## config.mk

```make
export PLATFORM = sky130hd
export DESIGN_NAME = div_issue_arbiter
export DESIGN_NICKNAME = d
export VERILOG_FILES = /design/src/rtl/div_issue_arbiter.sv
export SDC_FILE = /design/constraint.sdc
export NUM_CORES = 1
export LEC_CHECK = 0
export CAP_MARGIN = 30
export CORE_AREA = 2 2 228 230
export DETAILED_ROUTE_END_ITERATION = 8
export DIE_AREA = 0 0 230 232
export MAX_ROUTING_LAYER = met4
export PLACE_DENSITY_LB_ADDON = 0.3
export SYNTH_ARGS = -nofsm -noshare
export SYNTH_HDL_FRONTEND = slang
export SYNTH_SLANG_ARGS = --single-unit
```

## constraint.sdc

```tcl
create_clock -name clk -period 1.9 [get_ports clk]
set_input_delay 0.285 -clock clk [delete_from_list [all_inputs] [get_ports clk]]
set_output_delay 0.285 -clock clk [all_outputs]
set_load 0.05 [all_outputs]
```

## src/rtl/div_issue_arbiter.sv

```systemverilog
// Round-robin issue arbiter sharing one divider among NUM_REQ requesters, with
// a credit-limited tag FIFO that routes each divider result back to its requester.
module div_issue_arbiter #(
  parameter int NUM_REQ      = 4,
  parameter int RS_ID_WIDTH  = 5,
  parameter int MAX_INFLIGHT = 4,
  parameter int CTRL_WIDTH   = 8,
  localparam int IDX_W = (NUM_REQ > 1) ? $clog2(NUM_REQ) : 1,
  localparam int CNT_W = $clog2(MAX_INFLIGHT + 1),
  localparam int PTR_W = (MAX_INFLIGHT > 1) ? $clog2(MAX_INFLIGHT) : 1
) (
  input  logic                                  clk,
  input  logic                                  rst,
  input  logic [0:NUM_REQ-1]                    req_valid,
  output logic [0:NUM_REQ-1]                    req_ready,
  input  logic [0:NUM_REQ-1][0:RS_ID_WIDTH-1]   req_rs_id,
  input  logic [0:NUM_REQ-1][0:4]               req_result_reg_addr,
  input  logic [0:NUM_REQ-1][0:31]              req_op1,
  input  logic [0:NUM_REQ-1][0:31]              req_op2,
  input  logic [0:NUM_REQ-1][0:31]              req_xer,
  input  logic [0:NUM_REQ-1][0:CTRL_WIDTH-1]    req_control,
  output logic                                  div_input_valid,
  input  logic                                  div_input_ready,
  output logic [0:RS_ID_WIDTH-1]                div_rs_id,
  output logic [0:4]                            div_result_reg_addr,
  output logic [0:31]                           div_op1,
  output logic [0:31]                           div_op2,
  output logic [0:31]                           div_xer,
  output logic [0:CTRL_WIDTH-1]                 div_control,
  input  logic                                  div_output_valid,
  output logic                                  div_output_ready,
  input  logic                                  out_ready,
  output logic [0:IDX_W-1]                      out_src,
  output logic [0:CNT_W-1]                      inflight_count
);

  typedef enum logic [1:0] {IDLE, OFFER, LOCKED} state_t;

  state_t           state_q, state_d, cur_state;
  logic [IDX_W-1:0] rr_ptr_q, rr_ptr_d;
  logic [IDX_W-1:0] lock_idx_q, lock_idx_d;
  logic [PTR_W-1:0] wr_ptr_q, wr_ptr_d, rd_ptr_q, rd_ptr_d;
  logic [CNT_W-1:0] count_q, count_d;
  logic [IDX_W-1:0] fifo_q [MAX_INFLIGHT];
  logic [IDX_W-1:0] fifo_d [MAX_INFLIGHT];

  logic             hi_found, lo_found, rr_found;
  logic [IDX_W-1:0] hi_idx, lo_idx, rr_idx;
  logic             grant_vld, credit_ok, accept, retire;
  logic [IDX_W-1:0] grant_idx;

  // Lowest valid index at or above rr_ptr wins; otherwise wrap to the lowest below it.
  always_comb begin
    hi_found = 1'b0;
    hi_idx   = '0;
    lo_found = 1'b0;
    lo_idx   = '0;
    for (int k = NUM_REQ - 1; k >= 0; k--) begin
      if (req_valid[k] && (k >= int'(rr_ptr_q))) begin
        hi_found = 1'b1;
        hi_idx   = IDX_W'(k);
      end
      if (req_valid[k] && (k < int'(rr_ptr_q))) begin
        lo_found = 1'b1;
        lo_idx   = IDX_W'(k);
      end
    end
    rr_found = hi_found | lo_found;
    rr_idx   = hi_found ? hi_idx : lo_idx;
  end

  // Offer FSM: credit is only consulted before the first offer, so a
  // refused (locked) request is held until the divider takes it.
  always_comb begin
    credit_ok = (count_q < CNT_W'(MAX_INFLIGHT));
    if (state_q == LOCKED) begin
      grant_vld = 1'b1;
      grant_idx = lock_idx_q;
    end else begin
      grant_vld = rr_found;
      grant_idx = rr_idx;
    end
    if (rst) begin
      grant_vld = 1'b0;
    end

    if (grant_vld && (state_q == LOCKED)) begin
      cur_state = LOCKED;
    end else if (grant_vld && credit_ok) begin
      cur_state = OFFER;
    end else begin
      cur_state = IDLE;
    end

    div_input_valid = (cur_state != IDLE);
    accept          = div_input_valid & div_input_ready;
    retire          = div_output_valid & out_ready & (count_q != '0);

    state_d    = IDLE;
    lock_idx_d = lock_idx_q;
    case (cur_state)
      OFFER, LOCKED: begin
        state_d    = accept ? IDLE : LOCKED;
        lock_idx_d = grant_idx;
      end
      default: state_d = IDLE;
    endcase

    req_ready = '0;
    if (accept) begin
      req_ready[grant_idx] = 1'b1;
    end

    div_rs_id           = '0;
    div_result_reg_addr = '0;
    div_op1             = '0;
    div_op2             = '0;
    div_xer             = '0;
    div_control         = '0;
    if (grant_vld) begin
      div_rs_id           = req_rs_id[grant_idx];
      div_result_reg_addr = req_result_reg_addr[grant_idx];
      div_op1             = req_op1[grant_idx];
      div_op2             = req_op2[grant_idx];
      div_xer             = req_xer[grant_idx];
      div_control         = req_control[grant_idx];
    end
  end

  // Tag FIFO bookkeeping; pointers wrap modulo MAX_INFLIGHT, not a power of two.
  always_comb begin
    rr_ptr_d = rr_ptr_q;
    wr_ptr_d = wr_ptr_q;
    rd_ptr_d = rd_ptr_q;
    count_d  = count_q;
    fifo_d   = fifo_q;

    if (accept) begin
      rr_ptr_d         = (grant_idx == IDX_W'(NUM_REQ - 1)) ? '0 : grant_idx + 1'b1;
      fifo_d[wr_ptr_q] = grant_idx;
      wr_ptr_d         = (wr_ptr_q == PTR_W'(MAX_INFLIGHT - 1)) ? '0 : wr_ptr_q + 1'b1;
    end
    if (retire) begin
      rd_ptr_d = (rd_ptr_q == PTR_W'(MAX_INFLIGHT - 1)) ? '0 : rd_ptr_q + 1'b1;
    end

    case ({accept, retire})
      2'b10:   count_d = count_q + 1'b1;
      2'b01:   count_d = count_q - 1'b1;
      default: count_d = count_q;
    endcase
  end

  always_ff @(posedge clk or posedge rst) begin
    if (rst) begin
      state_q    <= IDLE;
      rr_ptr_q   <= '0;
      lock_idx_q <= '0;
      wr_ptr_q   <= '0;
      rd_ptr_q   <= '0;
      count_q    <= '0;
    end else begin
      state_q    <= state_d;
      rr_ptr_q   <= rr_ptr_d;
      lock_idx_q <= lock_idx_d;
      wr_ptr_q   <= wr_ptr_d;
      rd_ptr_q   <= rd_ptr_d;
      count_q    <= count_d;
    end
  end

  always_ff @(posedge clk) begin
    fifo_q <= fifo_d;
  end

  assign div_output_ready = out_ready;
  assign out_src          = (count_q != '0) ? fifo_q[rd_ptr_q] : '0;
  assign inflight_count   = count_q;

  a_result_without_tag: assert property (
    @(posedge clk) disable iff (rst) div_output_valid |-> (count_q != '0)
  );

endmodule
```

==> Word-level counts from Yosys, hierarchy flattened <==
Index checks and enable logic that the tools add are counted.
{ "word_totals": {"out_inout_bits": 125, "regBits": 21, "word_cells": 116} }
{ "op_classes": {"n_reduce_logical": 14, "eq_ne": 8, "bitwise": 7, "order_cmp": 12, "n_addsub": 5, "mux": 60} }
{ "ops": {"columns": ["cell", "n"], "rows": [
  ["2-to-1 mux 32 bit", 9],
  ["binary-select mux 32 bit (select 2 bit)", 3],
  ["2-to-1 mux 2 bit", 19],
  ["2-to-1 mux 5 bit", 6],
  ["2-to-1 mux 8 bit", 3],
  ["binary-select mux 5 bit (select 2 bit)", 2],
  ["binary-select mux 8 bit (select 2 bit)", 1],
  ["equality test 2 bit, second input constant", 6],
  ["2-to-1 mux 1 bit", 11],
  ["logical AND 1 bit", 10],
  ["greater-or-equal comparator 3 bit, second input constant", 3],
  ["NOT 2 -> 3 bit", 3],
  ["bitwise mux 8 bit", 1],
  ["adder 2 x 1 -> 2 bit, second input constant", 3],
  ["< comparator 3 x 1 -> 1 bit, second input constant", 2],
  ["case mux 3 bit (2 select lines)", 1],
  ["binary-select mux 2 bit (select 2 bit)", 1],
  ["demux 2 bit (select 2 bit)", 1],
  ["equality test 2 x 1 -> 1 bit, second input constant", 2],
  ["greater-or-equal comparator 1 x 2 -> 1 bit, first input constant", 2],
  ["< comparator 1 x 2 -> 1 bit, first input constant", 2],
  ["2-to-1 mux 4 bit", 1],
  ["nonzero test 2 bit", 2],
  ["adder 3 x 1 -> 3 bit, second input constant", 1],
  ["9 further kinds", 11]
]} }

==> Depth between registers and ports, before layout <==
Gate-level depths: netlist of run 1.
{ "logic_depth": {"depth_word": 15, "mapped_depth": 10} }

==> Worst setup path before layout of run 1 <==
Ideal clock, no wire load.
{ "synth_path": {"path_kind": "register to output", "start": "register count_q[2], in the netlist inflight_count[0]", "end": "output port req_ready[1] in the netlist's numbering", "arrival_ns": 2.166, "path_stages_with_launch": 4, "setup_slack_ns": -0.551, "cell_sequence": "dfrtp_1 a221oi_2 clkbuf_1 and3_1"} }
{ "synth_via": {"elab_chain_len": 7} }
{ "synth_lines": {"columns": ["item", "line", "source"], "rows": [
  ["start: declaration", "43", "logic [CNT_W-1:0] count_q, count_d;"],
  ["start signal: assignment", "168", "count_q <= count_d;"],
  ["< comparator 3 bit", "75", "credit_ok = (count_q < CNT_W'(MAX_INFLIGHT));"],
  ["logical AND 1 bit", "89", "end else if (grant_vld && credit_ok) begin"],
  ["2-to-1 mux 1 bit", "89", null],
  ["2-to-1 mux 2 bit", "87", "if (grant_vld && (state_q == LOCKED)) begin"],
  ["nonzero test 2 bit", "95", "div_input_valid = (cur_state != IDLE);"],
  ["named net div_input_valid", "22", "output logic div_input_valid,"],
  ["AND 1 bit", "96", "accept = div_input_valid & div_input_ready;"],
  ["2-to-1 mux 4 bit", "110", "if (accept) begin"],
  ["end: declaration", "15", "output logic [0:NUM_REQ-1] req_ready,"]
]} }
The timed path passes the listed nets, and every way through them passes these cells.

==> Worst setup path in the final report of run 1 <==
{ "layout_path": {"start": "register rr_ptr_q[1]", "end": "output port div_xer[17] in the netlist's numbering"} }
{ "layout_via": {"elab_chain_len": 12, "word_cells_on_any_way": 34} }
{ "layout_lines": {"columns": ["item", "line", "source"], "rows": [
  ["start: declaration", "40", "logic [IDX_W-1:0] rr_ptr_q, rr_ptr_d;"],
  ["start signal: assignment", "164", "rr_ptr_q <= rr_ptr_d;"],
  ["greater-or-equal comparator 2 bit", "59", "if (req_valid[k] && (k >= int'(rr_ptr_q))) begin"],
  ["logical AND 1 bit", "59", null],
  ["2-to-1 mux 2 bit / 2-to-1 mux 1 bit (equally long branches) (3 in a row)", "59", null],
  ["2-to-1 mux 2 bit *", "69", "rr_idx = hi_found ? hi_idx : lo_idx;"],
  ["2-to-1 mux 2 bit *", "76", "if (state_q == LOCKED) begin"],
  ["named net grant_idx[0]", "50", "logic [IDX_W-1:0] grant_idx;"],
  ["NOT 2 -> 3 bit (not written as such) *", "125", "div_xer = req_xer[grant_idx];"],
  ["binary-select mux 32 bit (select 2 bit) *", "125", null],
  ["2-to-1 mux 32 bit (not written as such) * (2 in a row)", "125", null],
  ["2-to-1 mux 32 bit *", "120", "if (grant_vld) begin"],
  ["end: declaration", "28", "output logic [0:31] div_xer,"]
]} }
The timed path passes the listed nets; every way through them passes the cells marked *. The select of a mux whose other input is x is not followed.

==> results of run 1 <==
## final cells by class
type	count	area (um^2)	share of cell area (%)
Antenna cell	4	10.0	0.0579
Clock buffer	3	75.1	0.434
Clock inverter	1	30.0	0.174
Inverter	12	68.8	0.398
Multi-Input combinational cell	863	6570	38.0
Sequential cell	20	548	3.17
Tap cell	680	851	4.92
Timing Repair Buffer	726	9120	52.8
Timing Repair inverter	1	11.3	0.0652
## report_power, final
group          switching [mW]  total, mW  internal (mW)
Combinational            9.34       20.0           10.7
Sequential              0.137      0.760          0.624
Clock                   0.144      0.561          0.417
Total                    9.62       21.4           11.7
## cell families (layout without fill, tap and decap cells)
logic type	Yosys count	in the layout	share of synthesized area, %
other	0	4	0
AO/OA/AOI/OAI	11	11	1.42
multiplexers	349	349	50.8
adder cells (fa/ha/maj)	11	11	2.01
AND/OR/NAND/NOR	489	489	26.2
buffers and inverters	102	743	11.7
XOR/XNOR	3	3	0.364
flip-flops	20	20	7.49
## flip-flops by register name (all words and copies together), names as in the netlist
register	flops
fifo_q	8
inflight_count	3
lock_idx_q	2
rd_ptr_q	2
rr_ptr_q	2
wr_ptr_q	2
state_q	1
## cell usage in the layout (no fill, tap or decap), drive strengths merged, types with 3 or more instances in the layout
master	count
nand2	463
clkdlybuf4s50	460
edfxtp	8
diode	4
a21oi	3
dlygate4sd2	4
ha	10
dfrtp	12
clkbuf	12
nor2	5
mux2i	230
nand2b	3
and2	3
buf	251
and3	8
inv	13
mux2	117
## what timing repair did
action,in CTS,in global routing
pin swaps,5,2
setup endpoints to repair,132,126
gates resized for setup,118,28
setup buffers,15,5
cloned,17,9
## worst reg2reg max path, stage by stage, from the launching register on
cell and delay (ps):
dfrtp_2 420, buf_6 140, nor2_4 160, buf_4 140
buf_6 90, a221oi_4 50, and2_4 160, inv_4 60
ha_4 130, inv_2 40, fa_2 350, xor2_1 160
nor2_1 100, xor2_1 150
## worst min path at each step
stage / startpoint / end / depth (start not counted)
after floorplan: rst / lock_idx_q[0] / 1
after global placement: lock_idx_q[1] / lock_idx_q[1] / 1
after detailed placement: lock_idx_q[1] / lock_idx_q[1] / 1
after CTS: lock_idx_q[1] / lock_idx_q[1] / 1
final: lock_idx_q[1] / lock_idx_q[1] / 1
after global routing: lock_idx_q[1] / lock_idx_q[1] / 1
## through the flow
stage / util, % / std cells / setup WS (ps) / total power [mW] / hold slack [ps]
CTS: 33.2 / 2294 / -739 / 21.0 / 519
global placement: 31.0 / 2263 / -1000 / 18.2 / 500
floorplan: - / 985 / -267 / 11.6 / 149
global route: 34.0 / 2310 / -814 / 22.3 / 546
detailed placement: 31.0 / 2263 / -998 / 18.3 / 506
finish: 34.0 / 2310 / -745 / 21.4 / 522
## routing by layer
metal	routed length, um	track usage (%)
met5	0	-
met4	660	2.24
met3	2660	2.62
met2	21800	28.0
met1	15400	15.0
## synthesized netlist by cell type
| cell type | n |
|---|---|
| o31ai_1 | 1 |
| a31oi_1 | 2 |
| nor2_2 | 1 |
| and2_1 | 3 |
| or3_1 | 2 |
| ha_1 | 10 |
| inv_1 | 9 |
| nand3_1 | 2 |
| inv_2 | 3 |
| nor2b_1 | 1 |
| xnor2_1 | 1 |
| xor2_1 | 2 |
| buf_12 | 21 |
| mux2_4 | 1 |
| buf_2 | 16 |
| clkbuf_1 | 41 |
| dlygate4sd1_1 | 6 |
| a21o_1 | 1 |
| and3_1 | 8 |
| nor3_1 | 1 |
| mux4_2 | 2 |
| mux2_2 | 116 |
| a21oi_1 | 1 |
| nand2b_1 | 3 |
| nor2_1 | 4 |
| a21oi_2 | 2 |
| bufbuf_8 | 4 |
| nand2_1 | 463 |
| edfxtp_1 | 8 |
| o41ai_4 | 1 |
| nor3_2 | 1 |
| a221oi_2 | 1 |
| dfrtp_1 | 12 |
| o21ai_1 | 2 |
| mux2i_1 | 230 |
| buf_4 | 2 |
| fa_1 | 1 |
==> run metrics, run 1 <==
status=finished with violations; failing checks=setup timing; VDD IR max=531 uV; max-cap violations=0; mapped cell area=7220 um^2; Final Cell Area=17300 um^2; gr usage total=14.3%; Arr. time, crit path=2360 ps; Sink Count=20; first-pass GRT wire length=57000 um; wire per inst=17.5 um; Worst path depth=9; I/O pins=590; first-pass iteration count of the detailed router=4; Setup Crit Path Kind=register to output pin; share of cells above drive strength 1=27.2%; post-route ant nets=0; Initial Util=14.2%; critical path startpoint category=register; Max Slew Vio Count=0; Crit. Startpoint=rr_ptr_q[1]; Final period util=139%; clk_lat worst skew=250 ps; R2R Path End=inflight_count[0]; Distinct cells, synth=37; WP buf/inv=5; CP Cell Sequence=buf_4 > mux2i_2 > nor2_2 > o41ai_4 > buf_6 > inv_16 > bufbuf_16 > mux2_4 > buf_12; drt drc=0; # H-tree levels=1; CP max-delay cell=dfrtp_2; core area=50900 um^2; Worst Path Max Fanout=11; worst slew pin tran=495 ps; syn avg cell area=7.33 um^2; Critical Path RT=1620 ps; CTS clk-pin slew, worst paths=50 ps; cell leakage power=7.65 nW; std cell rows=83; Via Count=9167; Final WS setup=-745 ps; CP max stage delay=440 ps; Post-DP Area=15800 um^2; final setup TNS=-78970 ps; GPL Wtd Cong=0.857; pwr/cell area=1240 nW/um^2; setup repair after global routing missed its margin=yes; Chip Height=232 um; cell family with most CP delay=buffers and inverters; die width=230 um; Clock Skew=2.28 ps; fin crit period=2640 ps; Hold Path Class=register to register; largest cells by area after synthesis=mux2i_1 (32%), nand2_1 (24%), mux2_2 (18%); end of the critical path=div_xer[17]; drt via density=3.97; Synth warnings=0; Post-Syn Instances=985; Die ar.=53400 um^2; NumNets Final=2103; clk root buf=clkbuf_16; CTS buffer count=3; Fillers=5284; CTS Hold Bufs=0; origin of the critical flop-to-flop path=state_q[1]; f_max=0.378 GHz; setup slack, reg-to-reg=-330 ps; Final HPWL DP=31300 um; Syn Nets=1461; crit end category=output pin; CTS tree=done; Longest Clk Path Bufs=2; Yosys top cell by area=mux2i_1; final setup violation count=123; Layout area overhead=140%; Rel. slew slack=67.0%; count of final hold-check violations=0; IO Port Bufs=589; DR iter-0 viols=196; largest net degree at the start of global routing=44; register area share after synthesis=7.49%; final wirelength=40500 um; register bit total from synthesis=20; vias in the first global route=9644; Reg2Reg Depth=13; initial antenna violation count=5; grt ovf=0; Synth top area share=31.9%
No activity file was read; power rests on OpenSTA's default activity.
==> run 2: changes to the inputs <==
--- a/config.mk
+++ b/config.mk
@@ -13,2 +13,3 @@
 export PLACE_DENSITY_LB_ADDON = 0.3
+export RECOVER_POWER = 25
 export SYNTH_ARGS = -nofsm -noshare
==> constraint.sdc (replaced) <==
create_clock -name clk -period 1.9 [get_ports clk]
set_input_delay 0.19 -clock clk [delete_from_list [all_inputs] [get_ports clk]]
set_output_delay 0.19 -clock clk [all_outputs]
set_load 0.05 [all_outputs]
==> run 2 against run 1 <==
Net effect: the run still ends with setup timing left; routed wire length decreased by 1.5%; clock skew grew 2.7 ps; register-to-register slack improved by 40 ps; total power is 3.7% lower; via count rose by 0.27%; non-clock buffer count decreased by 1; flip-flop and latch count did not move; critical path type unchanged.
==> run metrics, run 2 (synthesis gave the netlist of run 1 again) <==
Via Count=9192 (+0.27%); Max Slew Vio Count=0 (unchanged); Final HPWL DP=32100 um (+2.7%); pwr/cell area=1220 nW/um^2 (-1.1%); CTS tree=done; Die ar.=53400 um^2 (unchanged); Layout area overhead=133%; VDD IR max=705 uV (+33%); drt via density=3.98 (+0.40%); first-pass iteration count of the detailed router=7 (+3); Crit. Startpoint=state_q[1]; core area=50900 um^2 (unchanged); failing checks=setup timing; grt ovf=0 (unchanged); wire per inst=17.3 um (-1.4%); Largest register FFs=8 (unchanged); origin of the critical flop-to-flop path=state_q[1]; final setup TNS=-71960 ps (+7010 ps); clk root buf=clkbuf_16; Critical Path RT=1710 ps (+90 ps); Place WS=-802 ps (+195 ps); final setup violation count=123 (unchanged); share of cells above drive strength 1=26.4% (-0.89 points); R2R Path End=inflight_count[0]; final wirelength=39900 um (-1.5%); Final Cell Area=16800 um^2 (-2.7%); worst hold endpoint=lock_idx_q[0]; Final period util=135% (-3.8 points); vias in the first global route=9617 (-0.28%); Chip Height=232 um (unchanged); GPL Wtd Cong=0.896 (+4.6%); Worst Path Max Fanout=9 (-2); Longest Clk Path Bufs=2 (unchanged); WHS Path Cells=2 (+1); Initial Util=14.2% (unchanged); die width=230 um (unchanged); Clock Skew=4.94 ps (+2.66 ps); first-pass GRT wire length=55200 um (-3.1%); DR iter-0 viols=285 (+45%); Rel. slew slack=62.7% (-4.2 points); fin crit period=2570 ps (-72.9 ps); largest net degree at the start of global routing=40 (-9.1%); Final WS setup=-672 ps (+72.9 ps); clk_lat worst skew=250 ps (about the same); worst slew pin tran=557 ps (+62.2 ps); drt drc=0 (unchanged); max-cap violations=0 (unchanged); Reg2Reg Depth=12 (-1); count of final hold-check violations=0 (unchanged); CTS buffer count=3 (unchanged); Setup Crit Path Kind=register to output pin; commonest cells after routing, fill and taps aside=nand2_1 (463), clkdlybuf4s50_1 (463), mux2i_1 (211); NumNets Final=2101 (-0.095%); IO Port Bufs=589 (unchanged); std cell rows=83 (unchanged); largest register by flop count=fifo_q; hold_sp=lock_idx_q[0]; Sink Count=20 (unchanged); CTS clk-pin slew, worst paths=60 ps (about the same); CTS Hold Bufs=0 (unchanged); crit end category=output pin; Hold WS=545 ps (+23.2 ps); initial antenna violation count=3 (-2); status=finished with violations; # H-tree levels=1 (unchanged); Arr. time, crit path=2380 ps (+20 ps); setup repair after global routing missed its margin=yes; gr usage total=13.8% (-0.55 points); critical path startpoint category=register; Hold Path Class=register to register; f_max=0.389 GHz (+2.8%); post-route ant nets=0 (unchanged); Fillers=5312 (+0.53%); Post-DP Area=15800 um^2 (+0.33%); setup slack, reg-to-reg=-290 ps (+40 ps); I/O pins=590 (unchanged); cell leakage power=7.50 nW (-2.0%)
## run 2: worst max-delay path: stages, from the launching register on
cell,delay (ps)
dfrtp_2,430
mux2_4,320
a31oi_4,180
a31oi_4,50
buf_12,170
buf_16,160
buf_16,160
mux2i_2,170
mux2_4,290
buf_12,150
## run 2: worst max path at each step
stage	endpoint
2_1_floorplan	req_ready[1]
5_1_grt	div_op2[18]
3_3_place_gp	div_op2[24]
3_5_place_dp	div_xer[30]
6_report	div_op2[24]
4_1_cts	div_op2[24]
## run 2: layout make-up
cell class              count  area (um^2)  area share, %
well taps                 680          851           5.06
clock buffers               3         75.1          0.446
diodes                      3         7.51         0.0446
multi-input cells         863         6470           38.5
flip-flops and latches     20          546           3.24
inverters                  12         66.3          0.394
clock inverters             1         30.0          0.179
repair buffers            725         8770           52.2
## run 2: through the flow
stage,std cells,util [%],power [mW]
2_1_floorplan,985,-,11.6
3_3_place_gp,2274,31.1,18.2
3_5_place_dp,2274,31.1,18.3
4_1_cts,2288,32.2,19.8
5_1_grt,2306,33.0,21.4
6_report,2307,33.0,20.6
## run 2: metal layers
| layer | up-vias | global-route usage [%] | routed length, um | part of all wire [%] |
|---|---|---|---|---|
| met5 | - | - | 0 | 0 |
| met4 | 0 | 2.74 | 744 | 1.9 |
| met3 | 34 | 2.82 | 2780 | 7.0 |
| met2 | 414 | 26.2 | 21100 | 53 |
| met1 | 4175 | 14.6 | 15300 | 38 |
| li1 | 4569 | - | - | - |
## run 2: timing repair
item / CTS / global route
endpoints found under the setup margin: 122 / 123
gates resized for setup: 66 / 34
buffers inserted: 5 / 6
pin swaps: 2 / 2
cloned: 5 / 10
## run 2: power breakdown
group	internal, mW	switching [mW]	total, mW
Clock	0.417	0.153	0.570
Combinational	10.1	9.12	19.2
Sequential	0.620	0.135	0.755
